[src/rtl/pipe_pkg.sv]
// ---------------------------------------------------------------------------
// pipe_pkg
//   Shared types for the pipeline hazard controller.
//
//   fwd_sel_t  : EX-operand source select.
//                00 register file, 01 WB data, 10 MEM ALU result,
//                11 retired-WB register.
//   sb_entry_t : one scoreboard slot describing an in-flight instruction's
//                destination (valid, rd, we, load).
//
//   The rd field is sized to MAX_RID_W so the struct does not depend on a
//   module parameter. Narrower register IDs are zero-extended into it, so
//   any RID_W up to MAX_RID_W is supported.
// ---------------------------------------------------------------------------
package pipe_pkg;

  localparam int MAX_RID_W  = 8;
  localparam int NUM_STAGES = 4;

  // Scoreboard slot indices, oldest last.
  localparam int SB_EX  = 0;
  localparam int SB_MEM = 1;
  localparam int SB_WB  = 2;
  localparam int SB_RET = 3;

  typedef enum logic [1:0] {
    FWD_RF  = 2'b00,
    FWD_WB  = 2'b01,
    FWD_MEM = 2'b10,
    FWD_RET = 2'b11
  } fwd_sel_t;

  typedef struct packed {
    logic                 valid;
    logic [MAX_RID_W-1:0] rd;
    logic                 we;
    logic                 load;
  } sb_entry_t;

  // A live source hits a slot when that slot will write the same register.
  function automatic logic sb_hit(input sb_entry_t            e,
                                  input logic [MAX_RID_W-1:0] src,
                                  input logic                 live);
    return live && e.valid && e.we && (e.rd == src);
  endfunction

  // Youngest producer wins; the slot order is EX, then MEM, then WB.
  function automatic fwd_sel_t fwd_pick(input logic ex_hit,
                                        input logic mem_hit,
                                        input logic wb_hit);
    fwd_sel_t sel;
    sel = FWD_RF;
    if (ex_hit)
      sel = FWD_MEM;
    else if (mem_hit)
      sel = FWD_WB;
    else if (wb_hit)
      sel = FWD_RET;
    return sel;
  endfunction

endpackage

[src/rtl/hazard_ctrl_if.sv]
// ---------------------------------------------------------------------------
// hazard_ctrl_if
//   Bundle between the pipeline datapath and the hazard controller.
//
//   From the ID stage (master -> slave):
//     id_valid_i            ID holds a real instruction
//     id_rs_i, id_rt_i      source register IDs
//     id_use_rs_i/_rt_i     source is actually read
//     id_rd_i, id_we_i      destination register and write enable
//     id_load_i             instruction is a memory load
//     ex_redirect_i         branch resolved taken in EX this cycle
//   To the pipeline (slave -> master):
//     stall_o               hold PC and IF/ID, bubble into ID/EX
//     flush_o               kill IF/ID and ID/EX
//     fwd_a_o, fwd_b_o      EX operand source selects (pipe_pkg::fwd_sel_t)
//     stall_cnt_o           saturating count of stall cycles
//     flush_cnt_o           saturating count of flush cycles
// ---------------------------------------------------------------------------
interface hazard_ctrl_if
  import pipe_pkg::*;
#(
  parameter int RID_W = 3,
  parameter int CNT_W = 16
);

  logic             id_valid_i;
  logic [RID_W-1:0] id_rs_i;
  logic [RID_W-1:0] id_rt_i;
  logic             id_use_rs_i;
  logic             id_use_rt_i;
  logic [RID_W-1:0] id_rd_i;
  logic             id_we_i;
  logic             id_load_i;
  logic             ex_redirect_i;

  logic             stall_o;
  logic             flush_o;
  fwd_sel_t         fwd_a_o;
  fwd_sel_t         fwd_b_o;
  logic [CNT_W-1:0] stall_cnt_o;
  logic [CNT_W-1:0] flush_cnt_o;

  // Pipeline side: supplies the ID-stage description, consumes controls.
  modport master (
    output id_valid_i, id_rs_i, id_rt_i, id_use_rs_i, id_use_rt_i,
           id_rd_i, id_we_i, id_load_i, ex_redirect_i,
    input  stall_o, flush_o, fwd_a_o, fwd_b_o, stall_cnt_o, flush_cnt_o
  );

  // Controller side.
  modport slave (
    input  id_valid_i, id_rs_i, id_rt_i, id_use_rs_i, id_use_rt_i,
           id_rd_i, id_we_i, id_load_i, ex_redirect_i,
    output stall_o, flush_o, fwd_a_o, fwd_b_o, stall_cnt_o, flush_cnt_o
  );

endinterface

[src/rtl/hazard_ctrl_sat_counter.sv]
// ---------------------------------------------------------------------------
// sat_counter
//   Event counter that sticks at all-ones instead of wrapping.
//
//   clk    rising-edge clock
//   rst    asynchronous active-low reset, clears the count
//   inc    count one event this cycle
//   clear  synchronous clear, wins over inc
//   count  current value
// ---------------------------------------------------------------------------
module sat_counter #(
  parameter int WIDTH = 16
) (
  input  logic             clk,
  input  logic             rst,
  input  logic             inc,
  input  logic             clear,
  output logic [WIDTH-1:0] count
);

  localparam logic [WIDTH-1:0] ONE = {{(WIDTH-1){1'b0}}, 1'b1};

  always_ff @(posedge clk or negedge rst) begin
    if (!rst) begin
      count <= '0;
    end else if (clear) begin
      count <= '0;
    end else if (inc && (count != '1)) begin
      count <= count + ONE;
    end
  end

endmodule

[src/rtl/hazard_ctrl.sv]
// ---------------------------------------------------------------------------
// hazard_ctrl
//   Data/control hazard unit for a five-stage in-order pipeline.
//
//   Keeps a four-slot scoreboard (EX, MEM, WB, RET) of in-flight destination
//   registers. Each cycle it checks the ID-stage sources against the
//   scoreboard and does the following:
//     - raises stall_o for a load-use dependency on the EX-stage load
//     - raises flush_o when a taken branch resolves in EX
//     - registers operand forward selects that line up with the
//       instruction's EX cycle
//
//   clk       rising-edge clock
//   rst       asynchronous active-low reset
//   bus       hazard_ctrl_if.slave (ID info in, controls and counters out)
//
//   Parameters:
//     RID_W     register-ID width (at most pipe_pkg::MAX_RID_W)
//     ZERO_REG  1 = register 0 is hard-wired and never a dependency
//     CNT_W     statistics counter width
// ---------------------------------------------------------------------------
module hazard_ctrl
  import pipe_pkg::*;
#(
  parameter int RID_W    = 3,
  parameter bit ZERO_REG = 1'b0,
  parameter int CNT_W    = 16
) (
  input  logic          clk,
  input  logic          rst,
  hazard_ctrl_if.slave  bus
);

  sb_entry_t            sb [NUM_STAGES];

  logic [MAX_RID_W-1:0] rs_ext;
  logic [MAX_RID_W-1:0] rt_ext;
  logic                 rs_live;
  logic                 rt_live;
  logic                 rs_ex_hit;
  logic                 rt_ex_hit;
  logic                 load_use;
  logic                 stall;
  logic                 flush;
  logic                 advance;
  sb_entry_t            ex_nxt;
  fwd_sel_t             fwd_a_nxt;
  fwd_sel_t             fwd_b_nxt;
  fwd_sel_t             fwd_a_q;
  fwd_sel_t             fwd_b_q;

  // Hazard detection and next-state for the EX slot and forward selects.
  // The forward select is chosen while the instruction is still in ID.
  // An EX-slot producer will sit in MEM when the consumer reaches EX,
  // hence "EX hit" maps to the MEM ALU result, MEM hit to WB data, etc.
  // stall/flush are gated by rst so they read 0 the instant reset asserts.
  always_comb begin
    rs_ext    = MAX_RID_W'(bus.id_rs_i);
    rt_ext    = MAX_RID_W'(bus.id_rt_i);

    rs_live   = bus.id_valid_i && bus.id_use_rs_i &&
                (!ZERO_REG || (bus.id_rs_i != '0));
    rt_live   = bus.id_valid_i && bus.id_use_rt_i &&
                (!ZERO_REG || (bus.id_rt_i != '0));

    rs_ex_hit = sb_hit(sb[SB_EX], rs_ext, rs_live);
    rt_ex_hit = sb_hit(sb[SB_EX], rt_ext, rt_live);

    // A load's data is not ready until it leaves MEM, so an EX-slot load
    // that feeds a live source costs exactly one bubble.
    load_use  = sb[SB_EX].load && (rs_ex_hit || rt_ex_hit);

    // Redirect only matters if the branch in EX is a real instruction; it
    // also makes any stall moot because the ID instruction is dead anyway.
    flush     = rst && bus.ex_redirect_i && sb[SB_EX].valid;
    stall     = rst && load_use && !flush;
    advance   = bus.id_valid_i && !stall && !flush;

    ex_nxt    = '0;
    fwd_a_nxt = FWD_RF;
    fwd_b_nxt = FWD_RF;
    if (advance) begin
      ex_nxt.valid = 1'b1;
      ex_nxt.rd    = MAX_RID_W'(bus.id_rd_i);
      ex_nxt.we    = bus.id_we_i;
      ex_nxt.load  = bus.id_load_i;
      // An EX load is never forwarded from the ALU path; the stall above
      // holds the consumer until the load reaches WB.
      fwd_a_nxt = fwd_pick(rs_ex_hit && !sb[SB_EX].load,
                           sb_hit(sb[SB_MEM], rs_ext, rs_live),
                           sb_hit(sb[SB_WB],  rs_ext, rs_live));
      fwd_b_nxt = fwd_pick(rt_ex_hit && !sb[SB_EX].load,
                           sb_hit(sb[SB_MEM], rt_ext, rt_live),
                           sb_hit(sb[SB_WB],  rt_ext, rt_live));
    end
  end

  // Scoreboard shift and forward-select registers. Every cycle the
  // scoreboard moves one slot older; EX takes either the ID instruction or a
  // bubble. RET is the slot one cycle past WB.
  always_ff @(posedge clk or negedge rst) begin
    if (!rst) begin
      for (int i = 0; i < NUM_STAGES; i++) begin
        sb[i] <= '0;
      end
      fwd_a_q <= FWD_RF;
      fwd_b_q <= FWD_RF;
    end else begin
      for (int i = NUM_STAGES - 1; i > 0; i--) begin
        sb[i] <= sb[i-1];
      end
      sb[SB_EX] <= ex_nxt;
      fwd_a_q   <= fwd_a_nxt;
      fwd_b_q   <= fwd_b_nxt;
    end
  end

  assign bus.stall_o = stall;
  assign bus.flush_o = flush;
  assign bus.fwd_a_o = fwd_a_q;
  assign bus.fwd_b_o = fwd_b_q;

  sat_counter #(.WIDTH(CNT_W)) u_stall_cnt (
    .clk   (clk),
    .rst   (rst),
    .inc   (stall),
    .clear (1'b0),
    .count (bus.stall_cnt_o)
  );

  sat_counter #(.WIDTH(CNT_W)) u_flush_cnt (
    .clk   (clk),
    .rst   (rst),
    .inc   (flush),
    .clear (1'b0),
    .count (bus.flush_cnt_o)
  );

endmodule

[src/flat_wrapper.sv]
// flat-port wrapper written by rule: the top's interface ports become plain ports
module hazard_ctrl_flat import pipe_pkg::*;
#(
  parameter int RID_W    = 3,
  parameter bit ZERO_REG = 1'b0,
  parameter int CNT_W    = 16
)
  (clk, rst, bus_id_valid_i, bus_id_rs_i, bus_id_rt_i, bus_id_use_rs_i, bus_id_use_rt_i, bus_id_rd_i, bus_id_we_i, bus_id_load_i, bus_ex_redirect_i, bus_stall_o, bus_flush_o, bus_fwd_a_o, bus_fwd_b_o, bus_stall_cnt_o, bus_flush_cnt_o);
  hazard_ctrl_if #(.RID_W(RID_W), .CNT_W(CNT_W)) bus_i ();
  input  logic clk;
  input  logic rst;
  input wire logic [$bits(bus_i.id_valid_i)-1:0] bus_id_valid_i;
  input wire logic [$bits(bus_i.id_rs_i)-1:0] bus_id_rs_i;
  input wire logic [$bits(bus_i.id_rt_i)-1:0] bus_id_rt_i;
  input wire logic [$bits(bus_i.id_use_rs_i)-1:0] bus_id_use_rs_i;
  input wire logic [$bits(bus_i.id_use_rt_i)-1:0] bus_id_use_rt_i;
  input wire logic [$bits(bus_i.id_rd_i)-1:0] bus_id_rd_i;
  input wire logic [$bits(bus_i.id_we_i)-1:0] bus_id_we_i;
  input wire logic [$bits(bus_i.id_load_i)-1:0] bus_id_load_i;
  input wire logic [$bits(bus_i.ex_redirect_i)-1:0] bus_ex_redirect_i;
  output wire logic [$bits(bus_i.stall_o)-1:0] bus_stall_o;
  output wire logic [$bits(bus_i.flush_o)-1:0] bus_flush_o;
  output wire logic [$bits(bus_i.fwd_a_o)-1:0] bus_fwd_a_o;
  output wire logic [$bits(bus_i.fwd_b_o)-1:0] bus_fwd_b_o;
  output wire logic [$bits(bus_i.stall_cnt_o)-1:0] bus_stall_cnt_o;
  output wire logic [$bits(bus_i.flush_cnt_o)-1:0] bus_flush_cnt_o;
  assign bus_i.id_valid_i = bus_id_valid_i;
  assign bus_i.id_rs_i = bus_id_rs_i;
  assign bus_i.id_rt_i = bus_id_rt_i;
  assign bus_i.id_use_rs_i = bus_id_use_rs_i;
  assign bus_i.id_use_rt_i = bus_id_use_rt_i;
  assign bus_i.id_rd_i = bus_id_rd_i;
  assign bus_i.id_we_i = bus_id_we_i;
  assign bus_i.id_load_i = bus_id_load_i;
  assign bus_i.ex_redirect_i = bus_ex_redirect_i;
  assign bus_stall_o = bus_i.stall_o;
  assign bus_flush_o = bus_i.flush_o;
  assign bus_fwd_a_o = bus_i.fwd_a_o;
  assign bus_fwd_b_o = bus_i.fwd_b_o;
  assign bus_stall_cnt_o = bus_i.stall_cnt_o;
  assign bus_flush_cnt_o = bus_i.flush_cnt_o;
  hazard_ctrl #(.RID_W(RID_W), .ZERO_REG(ZERO_REG), .CNT_W(CNT_W)) u_core (.clk(clk), .rst(rst), .bus(bus_i));
endmodule
[config.mk]
export PLATFORM = sky130hd
export DESIGN_NAME = hazard_ctrl_flat
export DESIGN_NICKNAME = d
export VERILOG_FILES = /design/src/rtl/pipe_pkg.sv /design/src/rtl/hazard_ctrl_if.sv /design/src/rtl/hazard_ctrl_sat_counter.sv /design/src/rtl/hazard_ctrl.sv /design/src/flat_wrapper.sv
export SDC_FILE = /design/constraint.sdc
export NUM_CORES = 1
export LEC_CHECK = 0
export CORE_AREA = 5 5 105 107
export CTS_CLUSTER_SIZE = 24
export DETAILED_ROUTE_END_ITERATION = 7
export DIE_AREA = 0 0 110 112
export GPL_TIMING_DRIVEN = 0
export PLACE_DENSITY = 0.46
export SYNTH_ARGS = -nofsm -noshare
export SYNTH_HDL_FRONTEND = slang
export SYNTH_SLANG_ARGS = --single-unit
[constraint.sdc]
create_clock -name clk -period 3.5 [get_ports clk]
set_clock_uncertainty 0.1 [all_clocks]
set_input_delay 0.525 -clock clk [delete_from_list [all_inputs] [get_ports clk]]
set_output_delay 0.525 -clock clk [all_outputs]
set_load 0.05 [all_outputs]
* Word-level counts from Yosys, hierarchy flattened
Index checks and enable logic that the tools add are counted.
** Word-level totals
- Output and inout port bits :: 38
- Register bits :: 67
- Input port bits :: 17
** Cells by class
- Mux-type cells :: 9
- $add $sub $neg :: 2
- Reductions and logical operators :: 35
- Equality and inequality tests :: 8
** Operators by type and width (number)
- 8-bit by 3-bit equality test with 1-bit output :: 6
- 16-bit by 1-bit adder with 16-bit output, second input constant :: 2
- 16-bit != test, second input constant :: 2
- 1-bit logical AND :: 31
- 2-bit two-way mux :: 8
- 11-bit two-way mux :: 1
- 1-bit zero test :: 3
- 1-bit logical OR :: 1

* Depth between registers and ports, before layout
- Depth in word-level cells :: 12
- Mapped depth :: 7

* Cells and area by module
A second synthesis with hierarchy kept.
** Second synthesis, totals
- Cells, all modules :: 268
- Area total of the unflattened synthesis :: 2792.7 sq um
** By module, submodules not included
- sat_counter :: times used 2, cells each 98, sequential area each 400.4 sq um, area each 942.2 sq um
- hazard_ctrl :: times used 1, cells each 72, sequential area each 500.5 sq um, area each 908.4 sq um

* Worst setup path after synthesis
No wires, ideal clock.
- Path kind :: register -> register
- From :: reg u_core.u_stall_cnt.count[0]
- To :: reg u_core.u_stall_cnt.count[8]
- Required time :: 3.254 ns
- Period minus slack after synthesis :: 2.385 ns
- Library setup time :: 0.146 ns
- Data arrival time :: 2.139 ns
- Slack :: 1.115 ns
- Stages on the path, launching flop included :: 8
- Cells stage by stage :: dfrtp_1 -> ha_1 -> nand3_1 -> or3_1 -> nor2_1 -> buf_2 -> nor4_1 -> xor2_1
** Between the ends
- Cells in the longest elaborated chain, start to end :: 2
- Elaborated cells between the ends (all ways) :: 3
- Classes of those cells :: 1 x add/sub; 1 x eq/ne; 1 x reduce/logical
** RTL lines
- start, declared :: line hazard_ctrl_sat_counter.sv:18 : output logic [WIDTH-1:0] count
- start signal, assigned :: line hazard_ctrl_sat_counter.sv:29 : count <= count + ONE;
- branches (longest 2 deep; another with 16-bit by 1-bit adder with 16-bit output)
Parallel ways; which one is timed is not known.
A chain may end at the register's enable or synchronous reset.

* Final worst setup path
- From :: in bus_id_valid_i
- To :: out bus_stall_o
** Between the ends
- Cells in the longest elaborated chain, start to end :: 8
- Elaborated cells between the ends (all ways) :: 12
- Classes of those cells :: 12 x reduce/logical
** RTL lines
- start, declared :: line flat_wrapper.sv:12 : input wire logic [$bits(bus_i.id_valid_i)-1:0] bus_id_valid_i;
- 1-bit logical AND (on tied branches) :: line hazard_ctrl.sv:61, hazard_ctrl.sv:63
- 1-bit logical AND (3 in series) :: line pipe_pkg.sv:44 : return live && e.valid && e.we && (e.rd == src);
- 1-bit logical OR (*) :: line hazard_ctrl.sv:71 : load_use = sb[SB_EX].load && (rs_ex_hit || rt_ex_hit);
- 1-bit logical AND (*) :: line hazard_ctrl.sv:71
- 1-bit logical AND (*) (2 in series) :: line hazard_ctrl.sv:76 : stall = rst && load_use && !flush;
- end, declared :: line flat_wrapper.sv:21 : output wire logic [$bits(bus_i.stall_o)-1:0] bus_stall_o;
Every way passes the cells marked *; elsewhere a longest branch is shown, timed or not.

==> metrics.cfg <==
[status]
status = completed

[min_path]
hp-class = primary input to asynchronous set/reset pin

[routing]
route.vias.total = 1760
viasPerCell = 4.24
wl_per_cell_um = 13.3
drt-initial-drc-count = 17
wirelength_um = 5510
drtAntennaViolNets = 0
drc = 0
firstDrtPassIters = 4

[cells_and_area]
stdcell_area_sq_um = 3260
multi_input_area_sq_um = 1060
utilization_pct = 32.5
regArea_sq_um = 1300
layout.nets = 298
area_growth_syn_to_layout_pct = 35.2
stdcell_count = 415
n_antenna_cell = 0
fillers = 1078
drive_gt1_share_pct = 8.96

[floorplanning]
start_util_pct = 24.0
fp.dieW_um = 110
die_area_sq_um = 12300
ioPinCount = 55
row_count = 37
core_sq_um = 10000
die_h_um = 112

[clocking]
root_buffer = clkbuf_8
cts_buffers = 5
clkSlewWorstSetupHoldPaths_ns = 0.10
cts_setup_buffers = 0
clock_sinks = 52
htreeDepth = 2
cts_buffer_depth = 2
cts_tree = built
clk-insertion-delay-late_ns = 0.30

[synth]
async_flop_share_pct = 100
yosysWarnings = 0
syn-instance-count = 217
synth_fp_nets = 236
ys_types = 31
synth-edff-count = 0
yosysMostFrequentCell = dfrtp_1
synth_seq_cells = 52
yosysTopAreaCell = dfrtp_1
ys.flop_type = dfrtp_1
yosysTopAreaCellShare_pct = 53.9
syn_area_per_cell_sq_um = 11.1
yosysSeqAreaShare_pct = 53.9
yosys-top-cells-count = dfrtp_1, xor2_1, nand2_1, nand4_1, nor2_1
synth_area_sq_um = 2410
synthTopCellsByArea = dfrtp_1, xor2_1, nand4_1, xnor2_1, nor4_2

[global_route]
grt_max_degree = 31
grt_usage_pct = 9.33
antenna_found_initial = 0
grt_first_pass_wirelength_um = 9050
grt-ovfl-total = 0
grt_pass1_vias = 1804

[critical_path]
arrival_ns = 2.53
end_kind = primary output
startpoint_type = primary input
required_ns = 2.87
critPathKind = primary input to primary output
critical_path_peak_fanout = 10

[sta]
post-route-period-util_pct = 90.3
relSlewSlack_pct = 52.4
finalSetupViolations = 0
worst_pin_slew_ns = 0.708
maxSlewViolCount = 0
rsz0062_at_grt = no
hold_violations = 0
fmax_ghz = 0.316
finalCriticalPeriod_ns = 3.16

[placement]
place_area_sq_um = 3140
place_hpwl_um = 4220
place.gp.congestion = 0.796
port_buffers = 54
dp_cells = 408

[power]
leakage_nw = 1.42
internal-power_w = 0.00101
p_seq_share_pct = 48.3
p_sw_share_pct = 28.4
p_comb_share_pct = 17.8
power_frac_clock_pct = 33.9
peakVddDrop_v = 0.000300
p_switching_w = 0.000402
power_density_nw_per_um2 = 434

[run]
max_cap_violations = 0

[through the flow]
stage	setup TNS (ns)	total power, W	hold slack (ns)	setup slack, ns
after floorplan	0	0.000836	0.129	1.11
after global placement	-47.98	0.000950	0.291	-1.90
after detailed placement	-0.226	0.000950	0.291	-0.226
after CTS	0	0.00145	0.134	0.0420
after global routing	0	0.00149	0.162	0.166
final	0	0.00141	0.116	0.340
[final timing paths]
kind                                                  start                     endpoint  slack, ns  cells after the start
worst max-delay path                         bus_id_valid_i                  bus_stall_o       0.34                      7
worst min-delay path                                    rst  u_core.u_stall_cnt.count[3]       0.12                      1
worst max register to register  u_core.u_stall_cnt.count[3]  u_core.u_stall_cnt.count[2]       1.21                      7
worst min register to register                u_core.sb[34]                u_core.sb[23]       0.31                      0
max in group asynchronous                               rst                u_core.sb[21]       2.61                      2
min in group clk                              u_core.sb[34]                u_core.sb[23]       0.31                      0
[power by group through the flow]
stage	logic (W)	clock network, W	registers, W
after floorplan	0.0000604	0	0.000776
after global placement	0.000254	0	0.000696
after detailed placement	0.000255	0	0.000695
after CTS	0.000257	0.000505	0.000684
after global routing	0.000271	0.000526	0.000690
final	0.000252	0.000480	0.000683
[worst max-delay path: stages]
cell and delay, ns:
clkdlybuf4s50_1 0.62, nand4_1 0.16, nor4_2 0.35, o2111ai_2 0.31
buf_6 0.25, inv_1 0.05, clkbuf_2 0.26
[cells in the final DEF, fill, tap and decap left out]
master            n
a21oi_1           3
and2_1            6
and3_1            2
buf_1             1
buf_12            1
buf_2             3
buf_6             1
bufinv_16         2
clkbuf_2          2
clkbuf_8          5
clkdlybuf4s50_1  52
dfrtp_1          52
ha_1              2
inv_1             6
mux2_1            1
mux2_2            3
nand2_1          16
nand2b_1          2
nand3_1          10
nand3b_1          1
nand4_1          16
nor2_1           15
nor2b_1           1
nor3_1            6
nor3b_1           2
nor4_1            9
nor4_2            6
o2111ai_2         1
o21ai_0           2
or2_2             1
or2b_1            1
or3_1             1
or4_1             2
xnor2_1          11
xor2_1           34
[cell type report]
type	instances	share of cell area, %
flip-flops and latches	52	39.9
multi-input cells	154	32.5
repair buffers	55	16.9
well taps	136	5.22
clock buffers	5	2.11
clock inverters	2	1.84
plain buffers	5	0.921
inverters	6	0.690
[layer usage]
layer	up-vias	routed length [um]	GRT usage, %
met5	-	0	0
met4	0	75	2.99
met3	5	268	2.14
met2	36	2610	14.6
met1	847	2560	12.6
li1	872	-	-
[what timing repair did]
item | in CTS | in global routing
hold buffers | 0 | 0
gates resized for setup | 1 | 2
endpoints found under the hold margin | 0 | 0
endpoints found under the setup margin | 1 | 1
[sequential cells by signal, summed over array words and instances, names as in the netlist]
signal and flops:
u_core.bus.fwd_a_o 2, u_core.bus.fwd_b_o 2, u_core.sb 16, u_core.u_flush_cnt.count 16, u_core.u_stall_cnt.count 16
[kinds of logic (layout without fill, tap and decap cells)]
kind of cell	after synthesis	in the layout	share of synthesized area (%)
AND/OR/NAND/NOR	97	97	23.0
XOR/XNOR	45	45	16.3
multiplexers	4	4	1.87
AO/OA/AOI/OAI	6	6	1.66
buffers and inverters	11	73	2.18
adder cells (fa/ha/maj)	2	2	1.04
flip-flops	52	52	53.9
No activity file was read; power rests on OpenSTA's default activity.
